<file path="config.mk">
export PLATFORM = sky130hd
export DESIGN_NAME = bcd_display_scanner
export DESIGN_NICKNAME = d
export VERILOG_FILES = /design/src/rtl/bcd_display_scanner.sv
export SDC_FILE = /design/constraint.sdc
export NUM_CORES = 1
export LEC_CHECK = 0
export BUFFER_PORTS_ARGS = -buffer_cell sky130_fd_sc_hd__buf_4
export CAP_MARGIN = 20
export CORE_MARGIN = 4
export CORE_UTILIZATION = 57
export DETAILED_ROUTE_END_ITERATION = 8
export PLACE_DENSITY = 0.78
export SYNTH_ARGS = -nofsm -noshare
export SYNTH_HDL_FRONTEND = slang
export SYNTH_SLANG_ARGS = --single-unit
export TNS_END_PERCENT = 50
</file>
<file path="constraint.sdc">
create_clock -name Clk -period 3.21 [get_ports Clk]
set_clock_uncertainty 0.15 [all_clocks]
set_input_delay 0.321 -clock Clk [delete_from_list [all_inputs] [get_ports Clk]]
set_output_delay 0.321 -clock Clk [all_outputs]
set_load 0.005 [all_outputs]
</file>
<file path="src/rtl/bcd_display_scanner.sv">
// rtl/bcd_display_scanner.sv - time-multiplexed 4-digit seven-segment scanner for BCD inputs
//
// Purpose:
//   Takes a snapshot of four BCD digits once per scan frame and drives a
//   common-anode 4-digit display one digit at a time.
//   Leading zeros can be blanked. An all-0xF snapshot means overflow, and the
//   display then shows a blinking dash pattern.
//
// Ports:
//   Clk              rising-edge clock
//   Reset            synchronous, active-high
//   BCD0..BCD3       ones..thousands digits (0-9 valid, 4'hF on all = overflow)
//   Anode[3:0]       digit enables, active-low, bit i = digit i
//   Seg[6:0]         {g,f,e,d,c,b,a}, active-low
//   DP               decimal point, active-low, always off
module bcd_display_scanner #(
  parameter int REFRESH_DIV  = 50000,
  parameter int BLINK_FRAMES = 16,
  parameter int LZB          = 1
) (
  input  logic       Clk,
  input  logic       Reset,
  input  logic [3:0] BCD0,
  input  logic [3:0] BCD1,
  input  logic [3:0] BCD2,
  input  logic [3:0] BCD3,
  output logic [3:0] Anode,
  output logic [6:0] Seg,
  output logic       DP
);

  localparam int TW = (REFRESH_DIV > 1) ? $clog2(REFRESH_DIV) : 1;
  localparam int FW = (BLINK_FRAMES > 1) ? $clog2(BLINK_FRAMES) : 1;
  localparam logic [TW-1:0] TICK_LAST = TW'(REFRESH_DIV - 1);
  localparam logic [FW-1:0] FCNT_LAST = FW'(BLINK_FRAMES - 1);

  localparam logic [6:0] SEG_DASH  = 7'h3F;
  localparam logic [6:0] SEG_E     = 7'h06;
  localparam logic [6:0] SEG_BLANK = 7'h7F;

  logic [TW-1:0] tick_q,  tick_d;
  logic [1:0]    idx_q,   idx_d;
  logic [15:0]   snap_q,  snap_d;
  logic [FW-1:0] fcnt_q,  fcnt_d;
  logic          blink_q, blink_d;
  logic          load_q,  load_d;
  logic [3:0]    anode_q, anode_d;
  logic [6:0]    seg_q,   seg_d;

  logic          slot_end;
  logic          frame_end;
  logic          ovf;
  logic [3:0]    digit;
  logic          lead_zero;

  function automatic logic [6:0] dec_glyph(input logic [3:0] d);
    logic [6:0] s;
    case (d)
      4'd0:    s = 7'h40;
      4'd1:    s = 7'h79;
      4'd2:    s = 7'h24;
      4'd3:    s = 7'h30;
      4'd4:    s = 7'h19;
      4'd5:    s = 7'h12;
      4'd6:    s = 7'h02;
      4'd7:    s = 7'h78;
      4'd8:    s = 7'h00;
      4'd9:    s = 7'h10;
      default: s = SEG_E;
    endcase
    return s;
  endfunction

  assign slot_end  = (tick_q == TICK_LAST);
  assign frame_end = slot_end && (idx_q == 2'd3);
  assign ovf       = (snap_q == 16'hFFFF);
  assign digit     = snap_q[{idx_q, 2'b00} +: 4];

  // A digit is a leading zero when it and every more-significant digit are zero.
  always_comb begin
    lead_zero = 1'b0;
    case (idx_q)
      2'd3:    lead_zero = (snap_q[15:12] == 4'd0);
      2'd2:    lead_zero = (snap_q[15:8]  == 8'd0);
      2'd1:    lead_zero = (snap_q[15:4]  == 12'd0);
      default: lead_zero = 1'b0;
    endcase
  end

  always_comb begin
    tick_d  = tick_q;
    idx_d   = idx_q;
    snap_d  = snap_q;
    fcnt_d  = fcnt_q;
    blink_d = blink_q;
    load_d  = load_q;
    anode_d = 4'hF;
    seg_d   = SEG_BLANK;

    if (load_q) begin
      // First cycle out of reset: capture inputs, keep the scan parked so
      // digit 0 then gets a full slot on the new snapshot.
      snap_d = {BCD3, BCD2, BCD1, BCD0};
      load_d = 1'b0;
    end else begin
      tick_d = slot_end ? '0 : tick_q + TW'(1);
      if (slot_end) idx_d = idx_q + 2'd1;
      if (frame_end) snap_d = {BCD3, BCD2, BCD1, BCD0};

      // Held at zero outside overflow so blinking always starts on the dash phase.
      if (!ovf) begin
        fcnt_d  = '0;
        blink_d = 1'b0;
      end else if (frame_end) begin
        if (fcnt_q == FCNT_LAST) begin
          fcnt_d  = '0;
          blink_d = ~blink_q;
        end else begin
          fcnt_d = fcnt_q + FW'(1);
        end
      end

      anode_d = ~(4'b0001 << idx_q);
      if (ovf)                          seg_d = blink_q ? SEG_BLANK : SEG_DASH;
      else if (digit > 4'd9)            seg_d = SEG_E;
      else if ((LZB != 0) && lead_zero) seg_d = SEG_BLANK;
      else                              seg_d = dec_glyph(digit);
    end
  end

  always_ff @(posedge Clk) begin
    if (Reset) begin
      tick_q  <= '0;
      idx_q   <= 2'd0;
      snap_q  <= 16'd0;
      fcnt_q  <= '0;
      blink_q <= 1'b0;
      load_q  <= 1'b1;
      anode_q <= 4'hF;
      seg_q   <= SEG_BLANK;
    end else begin
      tick_q  <= tick_d;
      idx_q   <= idx_d;
      snap_q  <= snap_d;
      fcnt_q  <= fcnt_d;
      blink_q <= blink_d;
      load_q  <= load_d;
      anode_q <= anode_d;
      seg_q   <= seg_d;
    end
  end

  assign Anode = anode_q;
  assign Seg   = seg_q;
  assign DP    = 1'b1;

endmodule

</file>
Word level (Yosys, flattened, before mapping)
Memories as Yosys holds them, arrays and structs flattened.
Index checks and enable logic that the tools add are counted.
{"block": "classes", "addsub": 3, "mul": 0, "div": 0, "order_cmp": 1, "eq_ne": 8, "shift": 2, "muxes": 15, "n_bitwise": 3, "n_reduce_logical": 9}
{"cell": "two-way mux 16 bit", "count": 3}
{"cell": "equality test 16 bit (second input constant)", "count": 2}
{"cell": "two-way mux 7 bit", "count": 4}
{"cell": "adder 16 x 1 -> 16 bit (second input constant)", "count": 1}
{"cell": "variable part select 16 x 5 -> 4 bit", "count": 1}
{"cell": "zero test 12 bit", "count": 1}
{"cell": "two-way mux 4 bit", "count": 3}
{"cell": "zero test 8 bit", "count": 1}
{"cell": "adder 4 x 1 -> 4 bit (second input constant)", "count": 1}
{"cell": "equality test 2 bit (second input constant)", "count": 2}
{"cell": "equality test 4 bit (second input constant)", "count": 1}
{"cell": "> comparator 4 bit (second input constant)", "count": 1}
{"cell": "zero test 4 bit", "count": 1}
{"cell": "two-way mux 1 bit", "count": 4}
{"cell": "inverter 4 bit", "count": 1}
{"cell": "AND reduction 2 bit", "count": 2}
{"cell": "<< shifter 1 x 2 -> 4 bit (first input constant)", "count": 1}
{"cell": "case mux 1 bit (3 select lines)", "count": 1}
{"cell": "AND reduction 3 bit", "count": 1}
{"cell": "adder 2 x 1 -> 2 bit (second input constant)", "count": 1}
{"cell": "equality test 2 x 1 -> 1 bit (second input constant)", "count": 1}
{"cell": "inequality test 2 x 1 -> 1 bit (second input constant)", "count": 1}
{"cell": "inequality test 2 bit (second input constant)", "count": 1}
{"cell": "inverter 1 bit", "count": 2}
{"cell": "3 further kinds", "count": 3}
{"block": "totals", "ff_bits": 51, "latchBits": 0, "ramBits": 0, "romBits": 112, "input_bits": 18, "output_inout_bits": 12, "mem_count": 1}
{"memory": "(name not given)", "depth": 16, "width": 7, "rd": 1, "rd_ports_with_merged_regs": 0, "write_ports": 0, "line": "58", "text": "case (d)"}

Longest topological paths before layout
{"block": "logic_depth", "ltp_word": 5, "ltp_mapped": 8, "ltp_nobuf": 7}

Worst setup path before layout
No wires, ideal clock.
{"block": "synth_path", "path_kind": "reg2reg", "startpoint": "register idx_q[0]", "endpoint": "register seg_q[0] (netlist: Seg[0])", "setup_time_ps": 143, "t_arrival_ps": 1978, "slack_ps": 940, "stages_incl_launch_ff": 8, "path_buffers": 1, "cell_sequence": "dfxtp_1 buf_4 mux4_2 ha_1 nor2_1 o21ai_1 a311oi_1 o21ai_0"}
{"block": "synth_via", "elab_chain_len": 5, "elab_cells_between_ends": 10, "cone_classes": "order compare: 1; eq/ne: 3; shift: 1; mux: 4; memory: 1"}
{"item": "start, declared", "line": "42", "text": "logic [1:0] idx_q, idx_d;"}
{"item": "start signal, assigned", "line": "143", "text": "idx_q <= idx_d;"}
{"item": "variable part select 16 x 5 -> 4 bit, or another cell as far along", "line": "77", "text": "assign digit = snap_q[{idx_q, 2'b00} +: 4];"}
{"item": "memory (16 x 7 bit) / case mux 1 bit (3 select lines) (equally long branches)"}
{"item": "two-way mux 7 bit", "line": "126", "text": "else if ((LZB != 0) && lead_zero) seg_d = SEG_BLANK;"}
{"item": "two-way mux 7 bit *", "line": "125", "text": "else if (digit > 4'd9) seg_d = SEG_E;"}
{"item": "two-way mux 7 bit *", "line": "124", "text": "if (ovf) seg_d = blink_q ? SEG_BLANK : SEG_DASH;"}
{"item": "end signal, assigned", "line": "149", "text": "seg_q <= seg_d;"}
{"item": "end, declared", "line": "48", "text": "logic [6:0] seg_q, seg_d;"}
Mark *: on every way between the ends. The rest lies on a longest branch, timed or not.
A chain may end at the register's enable or synchronous reset.

Final worst setup path
Ends and elaborated chain as after synthesis.

==> key figures <==
Synthesis
  – Mapped Area: 0.00249 sq mm
  – Post-synth top area share: 0.409
  – Primary FF master, synth: dfxtp_1
  – Synth warn: 0
  – Register area share after synthesis: 0.409
  – Cell variety after synth: 51
  – Post-Syn Area per Cell: 9.55 sq um
  – Asr flop ratio synth: 0
  – EDFF count, synth: 0
  – Synth area leader: dfxtp_1
  – Syn Inst Count: 261
  – Synthesis-stage register bit count: 51
  – Top cells by area, synth: dfxtp_1 (41%), mux2i_1 (8.0%), ha_1 (6.5%)
  – Syn Nets: 292

Worst setup path
  – CP arrival: 2.61 ns
  – Worst Path Buf+Inv: 0
  – Crit path max-delay family: compound AO/OA/AOI/OAI gates
  – CP startpoint kind: flop
  – R2R Path Start: idx_q[0]
  – Worst EP required: 3.22 ns
  – CP Capture Type: flop
  – CP cell instances: mux4_2, ha_1, nor2_1, o21ai_1, a311oi_1, o21ai_0
  – Crit-path max FO: 8
  – Worst path max stage delay: 0.61 ns
  – Crit path max-delay cell type: mux4_2
  – Crit path from: idx_q[0]
  – Crit Path Class: reg2reg

Clocking
  – CTS Buffer Depth: 2
  – H-tree level count: 2
  – Post-CTS Setup Bufs: 0
  – CTS tree: yes
  – Clock sink count: 51
  – Hold_buf cts: 0
  – Post-cts resize count: 0
  – Cts bufs inserted: 5
  – Worst-path clk slew: 0.09 ns
  – Clock Latency Late Sink: 0.30 ns
  – CTS Root Buffer Type: clkbuf_8

Finish
  – Most frequent cells in the layout: dfxtp_1 (51), nor2_1 (40), buf_4 (29), mux2i_1 (20), nand2_1 (14)
  – Fillers: 328
  – Final instance area: 0.00277 sq mm
  – Final Util: 0.673
  – Footprint of the multi-input gates: 0.00134 sq mm
  – Most common cell after layout, fill and taps aside: dfxtp_1
  – Share of cells above drive strength 1: 0.182
  – Fin nets: 315
  – Area growth syn-to-layout: 11.1%
  – Register Area: 0.00102 sq mm
  – Antenna Cells: 0

Timing
  – Minimum clock period: 2.60 ns
  – Final worst-path cycle share: 0.809
  – Final hold viol count: 0
  – Slew Viols, Final: 0
  – Slew at the pin with the worst max-slew slack: 0.774 ns
  – Fmax: 385 MHz
  – Unrepaired setup endpoints after global routing: no
  – Setup violators final: 0
  – Fin Setup TNS: 0 ns
  – Slew margin rel.: 0.480

Die
  – Rows: 23
  – Initial Utilization: 0.606
  – Total I/O pin count: 30
  – Full die area: 0.00550 sq mm
  – Die width: 74.1 um
  – Die Ht: 74.1 um
  – Core footprint: 0.00412 sq mm

Routing
  – Total vias in the final route: 1,914
  – Pre-Repair DR Iteration Count: 4
  – Antenna Nets Post-Route: 0
  – Routed WL per cell: 14.3 um
  – Drt drc: 0
  – DR iter-0 viols: 142
  – Routed vias/inst: 5.71
  – Routed wire length: 4780 um

Global routing
  – Vias in the first global route: 1,689
  – Gr usage total: 0.184
  – Initial antenna violation count: 0
  – GRT overflow: 0
  – First-pass GRT wire length: 7850 um
  – Largest net degree at the start of global routing: 28

Worst hold path
  – Hold path startpoint: BCD0[1]
  – Hold Path Class: in2reg

Flow run
  – Max-capacitance violation count: 0

Power and ir drop
  – Power Density: 408 mW/mm^2
  – Max VDD drop: 0.278 mV
  – Pleak: 1.13 nW

Place
  – RD Place Congestion: 0.789
  – Area after DPL: 0.00269 sq mm
  – Hpwl dp: 3470 um
  – Port-buffer cells: 28

Status
  – Status: finished, final reports clean
==> where the power goes <==
| group | switching, W | total [W] | internal [W] |
|---|---|---|---|
| logic | 0.0000500 | 0.000104 | 0.0000544 |
| clock network | 0.000201 | 0.000354 | 0.000153 |
| registers | 0.0000189 | 0.000673 | 0.000654 |
| total | 0.000270 | 0.00113 | 0.000862 |
==> cells by family after synthesis <==
family | share of synthesized area
other | 0.00150
XOR/XNOR | 0.0457
flip-flops | 0.409
buffers and inverters | 0.0532
AND/OR/NAND/NOR | 0.222
multiplexers | 0.121
adder cells (fa/ha/maj) | 0.0652
AO/OA/AOI/OAI | 0.0818
==> final timing paths <==
kind,depth (start not counted),slack [ns],to
worst max-delay path,6,0.61,Seg[0]
worst min-delay path,3,0.1,snap_q[1]
worst max register to register,6,0.61,Seg[0]
worst min register to register,1,0.34,fcnt_q[3]
==> metrics by stage <==
stage,cells,setup WS (ns),power (W),hold WS (ns)
final,335,0.614,0.00113,0.0972
after detailed placement,327,0.614,0.000793,0.324
after floorplan,261,0.940,0.000753,0.199
after CTS,335,0.604,0.00114,0.0898
after global placement,327,0.749,0.000789,0.311
after global routing,335,0.402,0.00118,0.0975
==> cell type report <==
type / count / share of cell area
Sequential cell: 51 / 0.368
Timing Repair Buffer: 29 / 0.0786
Clock inverter: 1 / 0.00181
Tap cell: 50 / 0.0226
Clock buffer: 7 / 0.0275
Inverter: 13 / 0.0176
Multi-Input combinational cell: 184 / 0.484
==> synth_stat cells (4+ instances only) <==
master	n
nand2_1	14
xnor2_1	8
nor2_1	40
ha_1	13
mux4_2	4
buf_4	4
and3_1	4
a21oi_1	7
dfxtp_1	51
nand3_1	7
o21ai_0	6
buf_2	4
inv_1	13
xor2_1	5
nand4_1	10
mux2i_1	20
==> registers in the layout, summed over array words and instances (netlist names) <==
register	flops
snap_q	16
tick_q	16
Seg	7
Anode	4
fcnt_q	4
idx_q	2
blink_q	1
load_q	1
==> routing by layer <==
| metal | wire [um] | vias up | part of all wire | global-route usage |
|---|---|---|---|---|
| li1 | - | 961 | - | - |
| met1 | 2340 | 911 | 0.49 | 0.256 |
| met5 | 0 | - | 0 | 0 |
| met2 | 2180 | 36 | 0.46 | 0.279 |
| met3 | 201 | 6 | 0.042 | 0.0473 |
| met4 | 57 | 0 | 0.012 | 0.0624 |
==> tightest hold or removal path: cells and delay by family <==
| family | cells | cell delay [ns] |
|---|---|---|
| buf+inv | 1 | 0.08 |
| simple gates | 1 | 0.07 |
| mux | 1 | 0.05 |
(Power assumes the default switching activity.)
